### src/rtl/int_ctrl.sv
// Prioritised interrupt controller: pending/mask registers, lowest-bit-first
// selection and an IDLE -> REQ -> SERV handshake with the core.

module int_ctrl_pend_bit (
  input  logic clk,
  input  logic rst,
  input  logic set,
  input  logic clr,
  output logic q
);
  // set dominates clr so a re-request in the ack cycle is not lost
  always_ff @(posedge clk) begin
    if (rst) q <= 1'b0;
    else     q <= (q & ~clr) | set;
  end
endmodule

module int_ctrl #(
  parameter logic [31:0] VEC_BASE = 32'h0000_0100,
  parameter logic [31:0] MASK_RST = 32'hFFFF_FFFF
) (
  input  logic        clk,
  input  logic        rst,
  input  logic        int_set_in,
  input  logic [31:0] int_type_in,
  input  logic [31:0] ext_irq,
  input  logic        iret_in,
  input  logic        mask_we,
  input  logic [31:0] mask_in,
  output logic [31:0] mask_out,
  output logic [31:0] pending_out,
  output logic        irq_valid,
  output logic [4:0]  irq_id,
  output logic [31:0] irq_vector,
  input  logic        irq_ack,
  output logic        in_service
);
  localparam int NUM_SRC = 32;

  typedef enum logic [1:0] {IDLE, REQ, SERV} state_t;

  state_t              state, state_nxt;
  logic [4:0]          id_nxt, sel_id;
  logic [NUM_SRC-1:0]  pending, mask, set, clr, eligible;

  assign set = ext_irq | (int_set_in ? int_type_in : '0);
  assign clr = (state == REQ && irq_ack) ? (32'd1 << irq_id) : '0;

  for (genvar i = 0; i < NUM_SRC; i++) begin : g_pend
    int_ctrl_pend_bit u_pend (
      .clk (clk),
      .rst (rst),
      .set (set[i]),
      .clr (clr[i]),
      .q   (pending[i])
    );
  end

  always_ff @(posedge clk) begin
    if (rst)          mask <= MASK_RST;
    else if (mask_we) mask <= mask_in;
  end

  assign eligible = pending & mask;

  // descending scan so the lowest set bit is the last one written
  always_comb begin
    sel_id = '0;
    for (int i = NUM_SRC-1; i >= 0; i--)
      if (eligible[i]) sel_id = 5'(i);
  end

  always_comb begin
    state_nxt = state;
    id_nxt    = irq_id;
    case (state)
      IDLE: if (eligible != '0) begin
        state_nxt = REQ;
        id_nxt    = sel_id;
      end
      REQ:  if (irq_ack) state_nxt = SERV;
      SERV: if (iret_in) state_nxt = IDLE;
      default: state_nxt = IDLE;
    endcase
  end

  always_ff @(posedge clk) begin
    if (rst) begin
      state  <= IDLE;
      irq_id <= '0;
    end else begin
      state  <= state_nxt;
      irq_id <= id_nxt;
    end
  end

  assign irq_valid   = (state == REQ);
  assign in_service  = (state == SERV);
  assign irq_vector  = VEC_BASE + {25'd0, irq_id, 2'b00};
  assign mask_out    = mask;
  assign pending_out = pending;
endmodule

### config.mk
export PLATFORM = sky130hd
export DESIGN_NAME = int_ctrl
export DESIGN_NICKNAME = d
export VERILOG_FILES = /design/src/rtl/int_ctrl.sv
export SDC_FILE = /design/constraint.sdc
export NUM_CORES = 1
export LEC_CHECK = 0
export ABC_AREA = 0
export CORE_MARGIN = 2
export CORE_UTILIZATION = 35
export DETAILED_ROUTE_END_ITERATION = 7
export PLACE_DENSITY = 0.77
export SLEW_MARGIN = 5
export SYNTH_ARGS = -nofsm -noshare
export SYNTH_HDL_FRONTEND = slang
export SYNTH_SLANG_ARGS = --single-unit
### constraint.sdc
create_clock -name clk -period 1.9 [get_ports clk]
set_clock_uncertainty 0.1 [all_clocks]
set_input_delay 0.57 -clock clk [delete_from_list [all_inputs] [get_ports clk]]
set_output_delay 0.57 -clock clk [all_outputs]
set_load 0.005 [all_outputs]
==> tab_implementation.tex, run 1 <==
\begin{tabular}{lr}
\hline
Metric & Value \\
\hline
\multicolumn{2}{l}{\textbf{Outcome}} \\
Status & finished with violations \\
Violations in the final reports & setup timing \\
\multicolumn{2}{l}{\textbf{Global route}} \\
Grt total ovfl & 0 \\
Overall Global Routing Usage & 0.233 \\
First-pass GRT wire length & 20600 µm \\
Initial antenna violation count & 0 \\
Pin count of the biggest net entering global routing & 65 \\
Number of global-route vias before repair & 3971 \\
\multicolumn{2}{l}{\textbf{Clock tree}} \\
Clock latency on the worst-skew pair & 360 ps \\
Total clock sinks & 71 \\
Clock tree from TritonCTS & yes \\
Clock tree buffer depth & 2 \\
Clk slew on worst S/H paths & 80 ps \\
Number of buffers created by CTS & 9 \\
Number of levels the H-tree was split into & 3 \\
Clock root buffer & clkbuf\_8 \\
\multicolumn{2}{l}{\textbf{Setup path}} \\
Critical Setup Path Class & flip-flop to flip-flop \\
Kind of end point of the critical path & flip-flop \\
Critical Path Slowest Stage Cell & or3b\_4 \\
Startpoint kind of the worst setup timing path & flip-flop \\
Arrival time at the worst endpoint & 2110 ps \\
Slowest Stage Delay on Critical Path & 370 ps \\
Worst EP required & 2060 ps \\
Crit path cell chain & a222oi\_1, buf\_4, and3b\_2, nand2b\_1, o21a\_2, or3b\_4, o41ai\_2 \\
Largest fanout of any net on the critical path & 2 \\
\multicolumn{2}{l}{\textbf{Synthesis}} \\
Sequential share of the synthesized area & 0.386 \\
Post-synth EDFFs & 0 \\
Mean cell area of the mapped netlist & 8.30 µm² \\
Asr flop ratio synth & 0 \\
Synth cell types & 38 \\
Post-synthesis sequential element count & 71 \\
Combined area of all synthesized cells & 0.00368 mm² \\
Most used flip-flop cell after synthesis & dfxtp\_1 \\
Post-synthesis instance total & 443 \\
Number of warning messages in the yosys log & 0 \\
\multicolumn{2}{l}{\textbf{Layout}} \\
Register Area & 0.00150 mm² \\
Share of cells above drive strength 1 & 0.240 \\
Commonest cells after routing, fill and taps aside & clkdlybuf4s50\_1, a21oi\_1, buf\_4 \\
Number of antenna repair diodes & 0 \\
Post-route design area & 0.00599 mm² \\
Total Nets Final & 750 \\
Most frequent standard cell in the layout excluding fill and tap cells & clkdlybuf4s50\_1 \\
Number of fill cells in the layout & 924 \\
Multi-input logic area & 0.00182 mm² \\
Post-synthesis to final-layout area growth & 63.0\% \\
\multicolumn{2}{l}{\textbf{Power}} \\
Worst voltage drop across the vdd grid & 0.000302 V \\
Post-route total power & 3980 µW \\
Total power divided by cell area & 664 mW/mm² \\
Total leakage power & 0.00260 µW \\
\multicolumn{2}{l}{\textbf{Timing}} \\
Max Freq & 511 MHz \\
Least setup slack across all paths after layout & -55.1 ps \\
Max-slew violation count & 0 \\
Final period util & 1.03 \\
Final Setup Violations & 3 \\
Final count of hold timing violations & 0 \\
Minimum clock period after layout & 1960 ps \\
RSZ-0062 raised after global routing & true \\
Worst relative slew slack & 0.560 \\
Slew of the pin with the lowest slew margin & 661 ps \\
\multicolumn{2}{l}{\textbf{Floorplan}} \\
Die width & 107 µm \\
Die footprint & 0.0113 mm² \\
Number of top-level design ports & 205 \\
Die Y-Extent & 107 µm \\
Placement row count & 37 \\
Initial cell density of the core & 0.358 \\
Core region area & 0.0103 mm² \\
\multicolumn{2}{l}{\textbf{Placement}} \\
Placed inst area & 0.00567 mm² \\
Last weighted congestion value of the routability-driven placer & 0.956 \\
Post-detail-place hpwl & 10300 µm \\
Buffers on Ports & 177 \\
\multicolumn{2}{l}{\textbf{Routing}} \\
DR iter-0 viols & 314 \\
Remaining antenna violation count & 0 \\
Routed length per instance & 16.8 µm \\
Number of iterations in the first detailed-routing pass & 7 \\
Via total after detailed routing & 4033 \\
Post-DR vias/cell & 5.11 \\
Routed wire length & 13300 µm \\
DRC violations left & 0 \\
\multicolumn{2}{l}{\textbf{Worst hold path}} \\
Min-Delay Path Class & flip-flop to flip-flop \\
\multicolumn{2}{l}{\textbf{Flow run}} \\
Max cap viols & 0 \\
\hline
\end{tabular}
metal layers:
| metal | share of wire | up-vias | track usage | wire [µm] |
|---|---|---|---|---|
| li1 | - | 1923 | - | - |
| met1 | 0.41 | 1871 | 0.287 | 5420 |
| met2 | 0.48 | 217 | 0.402 | 6400 |
| met3 | 0.092 | 22 | 0.0527 | 1220 |
| met4 | 0.017 | 0 | 0.0751 | 231 |
| met5 | 0 | - | 0 | 0 |
layout make-up:
cell class                      instances  area share
Tap cell                              136      0.0284
Clock inverter                          6     0.00751
Inverter                                4     0.00250
Timing Repair Buffer                  251       0.385
Multi-Input combinational cell        311       0.304
Sequential cell                        71       0.250
Clock buffer                           10      0.0230
logic make-up after synthesis:
| logic type | after synthesis | synth area share |
|---|---|---|
| compound gates | 178 | 0.306 |
| other cells | 2 | 0.00204 |
| simple gates | 106 | 0.153 |
| flops | 71 | 0.386 |
| buf+inv | 86 | 0.153 |
per-stage QoR:
| stage | util | std cells | setup slack [ps] | hold WS [ps] | TNS (ps) |
|---|---|---|---|---|---|
| global placement | 0.551 | 762 | -172 | 387 | -3060 |
| global route | 0.583 | 789 | -137 | 423 | -337 |
| floorplan | - | 468 | 97.2 | 372 | 0 |
| detailed placement | 0.551 | 762 | -243 | 403 | -4600 |
| CTS | 0.578 | 786 | -38.0 | 397 | -38.0 |
| finish | 0.583 | 789 | -55.1 | 397 | -77.1 |
power breakdown:
group | internal, µW | switching, µW | total (µW)
sequential | 1620 | 92.1 | 1710
combinational | 655 | 488 | 1140
clock | 513 | 612 | 1120
flip-flops by register name, summed over array words and instances (netlist names):
signal and cells:
g_pend.u_pend.q 32, irq_id 5, mask_out 32, state 2
cells in the mapped netlist, types with 3 or more instances:
cell type  instances  area share
dfxtp_1           71        0.39
a211o_1           32       0.076
and2_1             3      0.0051
a222oi_1           4       0.011
a32oi_1            4      0.0095
clkbuf_1          14       0.014
nand3_1            4      0.0054
buf_1              4      0.0041
nor2_1             6      0.0061
buf_4             64        0.13
o21ai_0           36       0.049
a22oi_1           12       0.024
nand4_1            4      0.0068
inv_1              4      0.0041
nand2_1           35       0.036
a211oi_1           3      0.0061
nand2b_1           9       0.015
nor2b_1           35       0.060
a21oi_1           75        0.10
worst max-delay path: cells and delay by family, from the launching register on:
family | cells | cell delay (ps)
simple gates | 3 | 650
flops | 1 | 330
compound gates | 3 | 620
buf+inv | 1 | 180
worst paths after layout:
check | start | to | slack (ps) | cells after the start
max | g_pend[10].u_pend.q | irq_id[2] | -60 | 7
min | g_pend[31].u_pend.q | g_pend[31].u_pend.q | 400 | 2
max reg2reg | g_pend[10].u_pend.q | irq_id[2] | -60 | 7
min reg2reg | g_pend[31].u_pend.q | g_pend[31].u_pend.q | 400 | 2
what timing repair did:
item | CTS | global route
resized for setup | 121 | 15
hold buffers | 0 | 0
setup endpoints to repair | 79 | 21
setup buffers | 8 | 3
hold endpoints to repair | 0 | 0
pin swaps | 4 | 2
Power figures use the tool's default switching activity.
==> inputs of run 2 (changes only) <==
CELL_PAD_IN_SITES_DETAIL_PLACEMENT = 2   (was default)
CELL_PAD_IN_SITES_GLOBAL_PLACEMENT = 2   (was default)
CORE_ASPECT_RATIO = 1.75   (was default)
CORE_UTILIZATION = 18   (was 35)
PLACE_DENSITY = default   (was 0.77)
PLACE_DENSITY_LB_ADDON = 0.1   (was default)
==> run 2 against run 1 <==
Effect of this change: the flow still finishes with violations (setup timing); core utilization down 27 points; clock-buffer cell count unchanged; die area up 91%; critical path depth fell by 6; register-to-register slack lost 70 ps; combinational power is 9.6% higher; worst hold slack improved by 9.1 ps; wire length rose by 36%; clock power up 54%; non-clock buffer count is 15 higher; largest power group is now clock.
==> tab_implementation.tex, run 2 (synthesized netlist as in run 1, its figures left out) <==
\begin{tabular}{lr}
\hline
Metric & Value \\
\hline
\multicolumn{2}{l}{\textbf{Routing}} \\
Via total after detailed routing & 4143 \\
Routed length per instance & 19.7 µm \\
DRC violations left & 0 \\
Post-DR vias/cell & 4.52 \\
Routed wire length & 18100 µm \\
Remaining antenna violation count & 0 \\
Number of iterations in the first detailed-routing pass & 4 \\
DR iter-0 viols & 132 \\
\multicolumn{2}{l}{\textbf{Placement}} \\
Buffers on Ports & 177 \\
Placed inst area & 0.00599 mm² \\
Post-detail-place hpwl & 14700 µm \\
Last weighted congestion value of the routability-driven placer & 0.803 \\
\multicolumn{2}{l}{\textbf{Floorplan}} \\
Die width & 112 µm \\
Core region area & 0.0202 mm² \\
Placement row count & 69 \\
Initial cell density of the core & 0.182 \\
Number of top-level design ports & 205 \\
Die footprint & 0.0216 mm² \\
Die Y-Extent & 193 µm \\
\multicolumn{2}{l}{\textbf{Clock tree}} \\
Clock root buffer & clkbuf\_16 \\
Clock tree from TritonCTS & yes \\
Clock tree buffer depth & 2 \\
Clock latency on the worst-skew pair & 330 ps \\
Clk slew on worst S/H paths & 60 ps \\
Total clock sinks & 71 \\
Number of levels the H-tree was split into & 3 \\
Number of buffers created by CTS & 9 \\
\multicolumn{2}{l}{\textbf{Setup path}} \\
Slowest Stage Delay on Critical Path & 590 ps \\
Worst Setup EP & irq\_id[1] \\
Kind of cell adding the most delay to the critical path & buffers and inverters \\
Worst EP required & 1230 ps \\
Critical path depth in cells & 1 \\
R2r endpoint & irq\_id[2] \\
Worst reg2reg path startpoint & g\_pend[12].u\_pend.q \\
Startpoint kind of the worst setup timing path & flip-flop \\
Kind of end point of the critical path & output port \\
Cell depth of the worst flop-to-flop path & 7 \\
Reg2Reg Setup Slack & -130 ps \\
Arrival time at the worst endpoint & 1390 ps \\
Critical Setup Path Class & flip-flop to output port \\
Largest fanout of any net on the critical path & 9 \\
Worst Setup SP & irq\_id[1] \\
Number of buffer and inverter instances along the worst setup path & 1 \\
Crit path cell chain & clkdlybuf4s50\_1 \\
Critical Path Slowest Stage Cell & clkdlybuf4s50\_1 \\
\multicolumn{2}{l}{\textbf{Timing}} \\
Final count of hold timing violations & 0 \\
Aggregate negative setup slack & -634 ps \\
Max Freq & 485 MHz \\
Max-slew violation count & 0 \\
Least setup slack across all paths after layout & -163 ps \\
Minimum clock period after layout & 2060 ps \\
RSZ-0062 raised after global routing & true \\
Final Setup Violations & 8 \\
Final period util & 1.09 \\
\multicolumn{2}{l}{\textbf{Global route}} \\
Pin count of the biggest net entering global routing & 36 \\
Overall Global Routing Usage & 0.161 \\
Initial antenna violation count & 0 \\
Number of global-route vias before repair & 4577 \\
Grt total ovfl & 0 \\
First-pass GRT wire length & 26400 µm \\
\multicolumn{2}{l}{\textbf{Power}} \\
Worst voltage drop across the vdd grid & 0.000438 V \\
Total power divided by cell area & 734 mW/mm² \\
Total leakage power & 0.00267 µW \\
\multicolumn{2}{l}{\textbf{Flow run}} \\
Max cap viols & 0 \\
\multicolumn{2}{l}{\textbf{Layout}} \\
Post-synthesis to final-layout area growth & 73.8\% \\
Most frequent standard cell in the layout excluding fill and tap cells & clkdlybuf4s50\_1 \\
Post-route design area & 0.00639 mm² \\
Number of antenna repair diodes & 0 \\
Commonest cells after routing, fill and taps aside & clkdlybuf4s50\_1, buf\_4, a21oi\_1 \\
Number of fill cells in the layout & 2323 \\
Share of cells above drive strength 1 & 0.249 \\
Total Nets Final & 765 \\
\multicolumn{2}{l}{\textbf{Outcome}} \\
Violations in the final reports & setup timing \\
Status & finished with violations \\
\multicolumn{2}{l}{\textbf{Worst hold path}} \\
Min-Delay Path Class & flip-flop to flip-flop \\
\hline
\end{tabular}
[run 2: cell count changes in the layout (fill, tap and decap cells not counted), sizes merged]
cell | before | now
bufinv | 0 | 1
clkinvlp | 3 | 2
dlygate4sd2 | 60 | 61
clkdlybuf4s50 | 104 | 112
buf | 76 | 91
inv | 5 | 4
dlymetal6s2s | 11 | 2
clkinv | 2 | 3
[run 2: repair_timing]
action,CTS,global route
gates resized for setup,112,12
hold buffers,0,0
buffers inserted,5,0
setup endpoints to repair,81,23
pin swaps,4,6
[run 2: worst min path at each step]
stage | cells after the start | slack (ps) | startpoint | end
floorplan | 2 | 370 | g_pend[21].u_pend.q | g_pend[21].u_pend.q
global placement | 2 | 400 | g_pend[6].u_pend.q | g_pend[6].u_pend.q
detailed placement | 2 | 420 | g_pend[6].u_pend.q | g_pend[6].u_pend.q
CTS | 2 | 410 | g_pend[27].u_pend.q | g_pend[27].u_pend.q
global route | 2 | 440 | g_pend[27].u_pend.q | g_pend[27].u_pend.q
finish | 2 | 410 | g_pend[27].u_pend.q | g_pend[27].u_pend.q
[run 2: layout make-up]
cell class / instances / area [µm²] / area share
Multi-Input combinational cell: 311 / 1870 / 0.293
Sequential cell: 71 / 1470 / 0.231
Tap cell: 248 / 310 / 0.0485
Timing Repair Buffer: 266 / 2420 / 0.379
Inverter: 4 / 15.0 / 0.00235
Clock buffer: 10 / 239 / 0.0374
Clock inverter: 6 / 60.1 / 0.00939
[run 2: metal layers]
layer / track usage / share of wire / vias to the layer above
met4: 0.0427 / 0.020 / 0
met2: 0.351 / 0.60 / 132
li1: - / - / 1953
met1: 0.152 / 0.34 / 2040
met3: 0.0231 / 0.039 / 18
met5: 0 / 0 / -
[run 2: metrics by stage]
step | instances | util | hold WS, ps | worst slack [ps] | power, µW
floorplan | 468 | - | 372 | 97.2 | 2240
global placement | 895 | 0.296 | 398 | -266 | 3010
detailed placement | 895 | 0.296 | 420 | -359 | 3030
CTS | 916 | 0.314 | 410 | -160 | 4760
global route | 916 | 0.316 | 442 | -230 | 4930
finish | 916 | 0.316 | 406 | -163 | 4690
[run 2: report_power, final]
part | switching (µW) | internal (µW) | total (µW)
registers | 95.1 | 1620 | 1710
logic | 552 | 700 | 1250
clock network | 680 | 1050 | 1730
total | 1330 | 3360 | 4690
